--- src/rtl/ysyx_22041071_lsu_pkg.sv ---
// Shared types and constants for the load/store unit: FSM states, funct3 encodings,
// bus response codes and the access-size to byte-strobe helper.
package ysyx_22041071_lsu_pkg;

    typedef enum logic [2:0] {
        S_IDLE,
        S_RD_ADDR,
        S_RD_DATA,
        S_WR_REQ,
        S_WR_RESP
    } lsu_state_e;

    localparam logic [2:0] F3_LB  = 3'b000;
    localparam logic [2:0] F3_LH  = 3'b001;
    localparam logic [2:0] F3_LW  = 3'b010;
    localparam logic [2:0] F3_LD  = 3'b011;
    localparam logic [2:0] F3_LBU = 3'b100;
    localparam logic [2:0] F3_LHU = 3'b101;
    localparam logic [2:0] F3_LWU = 3'b110;
    localparam logic [2:0] F3_BAD = 3'b111;

    localparam logic [2:0] F3_SB  = 3'b000;
    localparam logic [2:0] F3_SH  = 3'b001;
    localparam logic [2:0] F3_SW  = 3'b010;
    localparam logic [2:0] F3_SD  = 3'b011;

    localparam logic [1:0] RESP_OKAY = 2'b00;

    // One strobe bit per byte of a 2^size-byte access, LSB-aligned.
    function automatic logic [7:0] size_to_strb(input logic [1:0] size);
        case (size)
            2'd0:    return 8'h01;
            2'd1:    return 8'h03;
            2'd2:    return 8'h0F;
            default: return 8'hFF;
        endcase
    endfunction

endpackage

--- src/rtl/ysyx_22041071_lsu_align.sv ---
// Combinational data path of the LSU: load lane extraction with sign/zero extension,
// store lane shift and strobe generation, and the misaligned/illegal access check.
module ysyx_22041071_lsu_align
    import ysyx_22041071_lsu_pkg::*;
#(
    parameter int DATA_W = 64
) (
    input  logic [2:0]          funct3_i,
    input  logic                is_load_i,
    input  logic [2:0]          addr_lo_i,
    input  logic [DATA_W-1:0]   wdata_i,
    input  logic [DATA_W-1:0]   rdata_i,
    output logic [DATA_W-1:0]   load_data_o,
    output logic [DATA_W-1:0]   w_data_o,
    output logic [DATA_W/8-1:0] w_strb_o,
    output logic                err_o
);

    localparam int STRB_W = DATA_W / 8;
    localparam int LANE_W = $clog2(STRB_W);

    logic [LANE_W-1:0] lane;
    logic [LANE_W+2:0] shamt;
    logic [1:0]        size;
    logic [DATA_W-1:0] rshift;
    logic              misaligned;
    logic              illegal;

    assign lane   = addr_lo_i[LANE_W-1:0];
    assign shamt  = {lane, 3'b000};
    assign size   = funct3_i[1:0];
    assign rshift = rdata_i >> shamt;

    // Doubleword and unsigned-word loads do not exist on a 32-bit datapath.
    assign illegal = (funct3_i == F3_BAD) ||
                     ((DATA_W == 32) && ((funct3_i == F3_LD) || (is_load_i && funct3_i == F3_LWU)));

    // NOTE: every signal assigned in always_comb gets a default first so no path infers a latch.
    always_comb begin
        misaligned = 1'b0;
        case (size)
            2'd1:    misaligned = addr_lo_i[0];
            2'd2:    misaligned = |addr_lo_i[1:0];
            2'd3:    misaligned = |addr_lo_i[2:0];
            default: misaligned = 1'b0;
        endcase
    end

    assign err_o = misaligned || illegal;

    always_comb begin
        load_data_o = rshift;
        case (funct3_i)
            F3_LB:   load_data_o = DATA_W'($signed(rshift[7:0]));
            F3_LH:   load_data_o = DATA_W'($signed(rshift[15:0]));
            F3_LW:   load_data_o = DATA_W'($signed(rshift[31:0]));
            F3_LBU:  load_data_o = DATA_W'(rshift[7:0]);
            F3_LHU:  load_data_o = DATA_W'(rshift[15:0]);
            F3_LWU:  load_data_o = DATA_W'(rshift[31:0]);
            default: load_data_o = rshift;
        endcase
    end

    assign w_data_o = wdata_i << shamt;
    assign w_strb_o = STRB_W'(size_to_strb(size)) << lane;

endmodule

--- src/rtl/ysyx_22041071_lsu.sv ---
// Load/store unit between EX and WB: one outstanding AXI-style read or write,
// result delivered through a registered valid/ready output slot.
module ysyx_22041071_lsu
    import ysyx_22041071_lsu_pkg::*;
#(
    parameter int DATA_W = 64,
    parameter int ADDR_W = 64,
    parameter int RESP_W = 2
) (
    input  logic                clk,
    input  logic                reset,
    input  logic                in_valid,
    output logic                in_ready,
    input  logic [ADDR_W-1:0]   in_pc,
    input  logic [31:0]         in_ins,
    input  logic                in_mem_rd,
    input  logic                in_mem_wr,
    input  logic                in_reg_w_en,
    input  logic [4:0]          in_rdest,
    input  logic [DATA_W-1:0]   in_addr,
    input  logic [DATA_W-1:0]   in_wdata,
    output logic                ar_valid,
    input  logic                ar_ready,
    output logic [ADDR_W-1:0]   ar_addr,
    input  logic                r_valid,
    output logic                r_ready,
    input  logic [DATA_W-1:0]   r_data,
    input  logic [RESP_W-1:0]   r_resp,
    output logic                aw_valid,
    input  logic                aw_ready,
    output logic [ADDR_W-1:0]   aw_addr,
    output logic                w_valid,
    input  logic                w_ready,
    output logic [DATA_W-1:0]   w_data,
    output logic [DATA_W/8-1:0] w_strb,
    input  logic                b_valid,
    output logic                b_ready,
    input  logic [RESP_W-1:0]   b_resp,
    output logic                out_valid,
    input  logic                out_ready,
    output logic [ADDR_W-1:0]   out_pc,
    output logic [31:0]         out_ins,
    output logic                out_reg_w_en,
    output logic [4:0]          out_rdest,
    output logic [DATA_W-1:0]   out_wb_data,
    output logic                out_err
);

    typedef struct packed {
        logic [ADDR_W-1:0] pc;
        logic [31:0]       ins;
        logic              reg_w_en;
        logic [4:0]        rdest;
        logic [DATA_W-1:0] wb_data;
        logic              err;
    } slot_t;

    lsu_state_e        state_q, state_d;
    slot_t             slot_q, slot_d;
    logic              out_valid_q, out_valid_d;
    logic              aw_done_q, aw_done_d;
    logic              w_done_q, w_done_d;
    logic              started_q;
    logic [ADDR_W-1:0] pc_q;
    logic [31:0]       ins_q;
    logic              reg_w_en_q;
    logic [4:0]        rdest_q;
    logic [DATA_W-1:0] addr_q;
    logic [DATA_W-1:0] wdata_q;

    logic              idle, slot_free, accept, req_load, r_err, b_err;
    logic [2:0]        al_funct3;
    logic [2:0]        al_addr_lo;
    logic [DATA_W-1:0] al_load_data, al_w_data;
    logic [DATA_W/8-1:0] al_w_strb;
    logic              al_err;

    assign idle      = (state_q == S_IDLE);
    assign slot_free = !out_valid_q || out_ready;
    assign in_ready  = started_q && idle && slot_free;
    assign accept    = in_valid && in_ready;
    assign req_load  = in_mem_rd && !in_mem_wr;
    assign r_err     = (r_resp != RESP_W'(RESP_OKAY));
    assign b_err     = (b_resp != RESP_W'(RESP_OKAY));

    // In IDLE the aligner checks the incoming request; otherwise it serves the latched one.
    assign al_funct3  = idle ? in_ins[14:12] : ins_q[14:12];
    assign al_addr_lo = idle ? in_addr[2:0]  : addr_q[2:0];

    ysyx_22041071_lsu_align #(.DATA_W(DATA_W)) u_align (
        .funct3_i    (al_funct3),
        .is_load_i   (req_load),
        .addr_lo_i   (al_addr_lo),
        .wdata_i     (wdata_q),
        .rdata_i     (r_data),
        .load_data_o (al_load_data),
        .w_data_o    (al_w_data),
        .w_strb_o    (al_w_strb),
        .err_o       (al_err)
    );

    assign ar_valid = (state_q == S_RD_ADDR);
    assign ar_addr  = ar_valid ? ADDR_W'(addr_q) : '0;
    assign r_ready  = (state_q == S_RD_DATA) && slot_free;
    assign aw_valid = (state_q == S_WR_REQ) && !aw_done_q;
    assign aw_addr  = aw_valid ? ADDR_W'(addr_q) : '0;
    assign w_valid  = (state_q == S_WR_REQ) && !w_done_q;
    assign w_data   = w_valid ? al_w_data : '0;
    assign w_strb   = w_valid ? al_w_strb : '0;
    assign b_ready  = (state_q == S_WR_RESP) && slot_free;

    assign out_valid    = out_valid_q;
    assign out_pc       = slot_q.pc;
    assign out_ins      = slot_q.ins;
    assign out_reg_w_en = slot_q.reg_w_en;
    assign out_rdest    = slot_q.rdest;
    assign out_wb_data  = slot_q.wb_data;
    assign out_err      = slot_q.err;

    always_comb begin
        state_d     = state_q;
        slot_d      = slot_q;
        out_valid_d = out_valid_q && !out_ready;
        aw_done_d   = aw_done_q;
        w_done_d    = w_done_q;
        case (state_q)
            S_IDLE: begin
                if (accept) begin
                    aw_done_d = 1'b0;
                    w_done_d  = 1'b0;
                    if (!in_mem_rd && !in_mem_wr) begin
                        out_valid_d = 1'b1;
                        slot_d      = '{pc: in_pc, ins: in_ins, reg_w_en: in_reg_w_en,
                                        rdest: in_rdest, wb_data: in_addr, err: 1'b0};
                    end else if (al_err) begin
                        out_valid_d = 1'b1;
                        slot_d      = '{pc: in_pc, ins: in_ins, reg_w_en: 1'b0,
                                        rdest: in_rdest, wb_data: '0, err: 1'b1};
                    end else if (in_mem_wr) begin
                        state_d = S_WR_REQ;
                    end else begin
                        state_d = S_RD_ADDR;
                    end
                end
            end
            S_RD_ADDR: begin
                if (ar_ready) state_d = S_RD_DATA;
            end
            S_RD_DATA: begin
                if (r_valid && r_ready) begin
                    out_valid_d = 1'b1;
                    slot_d      = '{pc: pc_q, ins: ins_q, reg_w_en: reg_w_en_q && !r_err,
                                    rdest: rdest_q, wb_data: al_load_data, err: r_err};
                    state_d     = S_IDLE;
                end
            end
            S_WR_REQ: begin
                aw_done_d = aw_done_q || aw_ready;
                w_done_d  = w_done_q || w_ready;
                if (aw_done_d && w_done_d) state_d = S_WR_RESP;
            end
            S_WR_RESP: begin
                if (b_valid && b_ready) begin
                    out_valid_d = 1'b1;
                    slot_d      = '{pc: pc_q, ins: ins_q, reg_w_en: 1'b0,
                                    rdest: rdest_q, wb_data: '0, err: b_err};
                    state_d     = S_IDLE;
                end
            end
            default: state_d = S_IDLE;
        endcase
    end

    // NOTE: sequential state uses non-blocking assignments so every register samples pre-edge values.
    always_ff @(posedge clk or negedge reset) begin
        if (!reset) begin
            state_q     <= S_IDLE;
            slot_q      <= '0;
            out_valid_q <= 1'b0;
            aw_done_q   <= 1'b0;
            w_done_q    <= 1'b0;
            started_q   <= 1'b0;
        end else begin
            state_q     <= state_d;
            slot_q      <= slot_d;
            out_valid_q <= out_valid_d;
            aw_done_q   <= aw_done_d;
            w_done_q    <= w_done_d;
            started_q   <= 1'b1;
        end
    end

    always_ff @(posedge clk or negedge reset) begin
        if (!reset) begin
            pc_q       <= '0;
            ins_q      <= '0;
            reg_w_en_q <= 1'b0;
            rdest_q    <= '0;
            addr_q     <= '0;
            wdata_q    <= '0;
        end else if (accept) begin
            pc_q       <= in_pc;
            ins_q      <= in_ins;
            reg_w_en_q <= in_reg_w_en;
            rdest_q    <= in_rdest;
            addr_q     <= in_addr;
            wdata_q    <= in_wdata;
        end
    end

endmodule

--- config.mk ---
export PLATFORM = sky130hd
export DESIGN_NAME = ysyx_22041071_lsu
export DESIGN_NICKNAME = d
export VERILOG_FILES = /design/src/rtl/ysyx_22041071_lsu_pkg.sv /design/src/rtl/ysyx_22041071_lsu_align.sv /design/src/rtl/ysyx_22041071_lsu.sv
export SDC_FILE = /design/constraint.sdc
export NUM_CORES = 1
export LEC_CHECK = 0
export BUFFER_PORTS_ARGS = -buffer_cell sky130_fd_sc_hd__buf_2
export CAP_MARGIN = 20
export CORE_AREA = 2 2 269 271
export DETAILED_ROUTE_END_ITERATION = 12
export DIE_AREA = 0 0 271 273
export PLACE_DENSITY_LB_ADDON = 0.1
export RECOVER_POWER = 50
export SYNTH_ARGS = -nofsm -noshare
export SYNTH_HDL_FRONTEND = slang
export SYNTH_SLANG_ARGS = --single-unit
--- constraint.sdc ---
create_clock -name clk -period 4.05 [get_ports clk]
set_input_delay 0.6075 -clock clk [delete_from_list [all_inputs] [get_ports clk]]
set_output_delay 0.6075 -clock clk [all_outputs]
set_load 0.005 [all_outputs]
==> flow_summary.toml <==
[timing]
holdWs_ns = 0.230
timing.slew.headroom_pct = -98.0
period_share_pct = 96.7
rsz0062_at_grt = "no"
fin_worst_skew_ns = 0.0266
layout_setup_ws_ns = 0.136
fin_tns_setup_ns = 0
fin_crit_ns = 3.91
worst_pin_slew_ns = 2.97
setup_viol = 0
max_freq_mhz = 255
finalHoldViolCount = 0
drv_slew = 109

[setup_path]
critPathMaxStageDelay_ns = 0.72
slowest_stage = "or3_2"
crit_family = "simple AND/OR/NAND/NOR gates"
critPathArrivalTime_ns = 3.31
crit_buf_inv = 3
cp-start-kind = "flop"
setup.worst_path.class = "flop to primary output"
cp_max_fo = 24
end_kind = "primary output"
cpMostUsedCell = "buf_4"
cp.required_ns = 3.44
cp_cell_sequence = "or3_2 > mux2i_4 > buf_4 > buf_4 > a31oi_1 > nor2_1 > buf_2"

[drt]
routed_wl_um = 92100
final_antenna_net_count = 0
drc = 0
first_pass_iters = 9
via_per_inst = 5.20
post_drt_wl_per_cell_um = 24.3
num_vias = 19700
initialDrtViolationCount = 1388

[cts]
cts_buffers = 49
cts_tree = "done"
clk_path_buf_depth = 3
cts_sinks = 404
clock_latency_ns = 0.60
h-tree-depth = 2
cts.clk_slew.worst_paths_ns = 0.06
cts_hold_buffers = 0
root_buffer = "clkbuf_16"

[yosys]
ys_warn_count = 0
synth_edf_count = 0
avgSynthCellArea_sq_um = 9.86
synth_top_area_cell = "dfrtp_1"
yosys_most_used_dff = "dfrtp_1"
synth_seq_cells = 404
synthArstFlopShare_pct = 100
yosysUniqueCellTypes = 55
syn-instance-count = 2177
synthTopCellsByArea = "dfrtp_1, mux2_2, mux2i_1, nand2_1, o21ai_0"
yosysSeqAreaShare_pct = 47.1
synthTopCellsByCount = "dfrtp_1, nand2_1, mux2_2"
synth_top_area_share_pct = 47.1
yosysMostFrequentCell = "dfrtp_1"
syn_area_sq_um = 21500
syn_nets = 2486

[floorplan]
die_x_um = 271
ioPinCount = 683
core_area_sq_um = 71000
die_height_um = 273
die_area_sq_um = 74000
start_util_pct = 30.2
row_count = 98

[place]
place_congestion = 0.945
dp_cells = 3693
dp_hpwl_um = 69300
pre_cts_ws_ns = 0.502
portBuffers = 682

[cells_and_area]
area_growth_pct = 28.2
ff_latch_area_sq_um = 10100
multiInputGateArea_sq_um = 10700
layoutNonFillerInstCount = 3790
fin_nets = 3106
drive_gt1_share_pct = 33.0
fillers = 7331

[run_status]
violations = "capacitance limit, slew limit"
status = "complete, but fails checks"

[pwr]
p_leak_nw = 12.8
ir_drop_v = 0.000470
total_power_w = 0.0230
p_per_area_nw_per_um2 = 836

[min_path]
hp-class = "primary input to flop"

[grt]
antenna_found_initial = 28
grt_use_met2_pct = 40.8
grt_pass1_wl_um = 134000
met3_usage_pct = 6.68
grtUsageTotal_pct = 24.1
grt_pass1_vias = 19800
top_usage_layer = "met2"
met1_usage_pct = 30.3
grt_max_degree = 117
grt_overflow = 0

[job]
maxCapViolCount = 1
-- final cells by class --
class,instances,share of cell area (%)
sequential,404,36.7
clock buffer,72,5.13
antenna,10,0.0909
clock inverter,12,0.664
multi-input combinational,1583,39.0
timing repair buffer,749,13.9
inverter,10,0.136
tap,950,4.32
-- placed cells by master (no fill, tap or decap), types with 7 or more instances in the layout --
master     Yosys  final
nand2_1      335    331
buf_4          3     44
a32oi_1       14     14
dfrtp_1      404    404
a221oi_1      23     23
nand3_1       94     93
nor2_1       111    108
and2_1        76     75
mux2i_1      192    189
mux2_2       235    234
nor3_1        13     10
o21ai_1       10     10
diode_2        0     10
o211ai_1      13     13
buf_12         0     10
clkbuf_8       0     10
a22oi_1       13     13
o21ai_0      142    142
clkbuf_1     149    172
clkbuf_16      0     49
a21oi_1       98     97
o22ai_1       13     13
and3_1        82     82
a41oi_1        7      7
a31oi_1       29     28
a211oi_1      19     19
inv_1         10      9
buf_2         10    529
-- what timing repair did --
item | 4_1_cts | 5_1_grt
cloned | 0 | 0
setup buffers | 0 | 3
setup endpoints to repair | 3 | 33
resized for setup | 1 | 7
-- routing by layer --
metal,share of wire [%],vias up
met3,7.8,155
li1,-,8990
met1,41,9792
met5,0.18,-
met2,48,740
met4,2.3,28
-- through the flow --
stage | utilization (%) | area, sq um
after CTS | 39.1 | 27700
after global routing | 38.7 | 27500
after global placement | 36.8 | 26100
after floorplan | - | 21500
after detailed placement | 36.8 | 26100
final | 38.8 | 27500
-- worst paths after layout --
path,from,endpoint,slack [ns],cells past startpoint
setup / recovery,state_q[2]$_DFFE_PN0P_,w_data[42],0.14,7
hold / removal,in_wdata[3],wdata_q[3]$_DFFE_PN0P_,0.23,2
setup reg to reg,state_q[2]$_DFFE_PN0P_,addr_q[5]$_DFFE_PN0P_,0.37,6
hold reg to reg,out_ins[20]$_DFFE_PN0P_,out_ins[20]$_DFFE_PN0P_,0.48,2
max in group asynchronous,reset,wdata_q[59]$_DFFE_PN0P_,0.70,2
min in group asynchronous,reset,out_pc[7]$_DFFE_PN0P_,0.90,1
-- worst register-to-register path, cell delays in order, from the launching register on --
cell	delay, ns
dfrtp_1	0.45
or3_2	0.72
clkbuf_1	0.24
nor2_4	0.22
clkbuf_1	1.05
buf_4	0.48
mux2_2	0.39
-- logic make-up (layout without fill, tap and decap cells) --
| kind of cell | Yosys count | in the layout | synth area share, % |
|---|---|---|---|
| AOI/OAI and AO/OA | 414 | 414 | 12.0 |
| buffers and inverters | 190 | 843 | 3.43 |
| DFF | 404 | 404 | 47.1 |
| muxes | 429 | 429 | 21.5 |
| other | 1 | 11 | 0.0175 |
| and+or+nand+nor | 739 | 739 | 15.9 |
-- sequential cells by signal (all words and copies together), names as in the netlist, 3 cells and up --
name / flops
addr_q: 64
out_pc: 64
rdest_q: 5
state_q: 3
wdata_q: 64
out_rdest: 5
out_wb_data: 64
ins_q: 32
pc_q: 64
out_ins: 32
-- power by group --
part / total, W / switching (W) / internal [W]
sequential: 0.00753 / 0.00145 / 0.00608
clock: 0.00443 / 0.00182 / 0.00260
combinational: 0.0110 / 0.00660 / 0.00445
(Power assumes the default switching activity.)
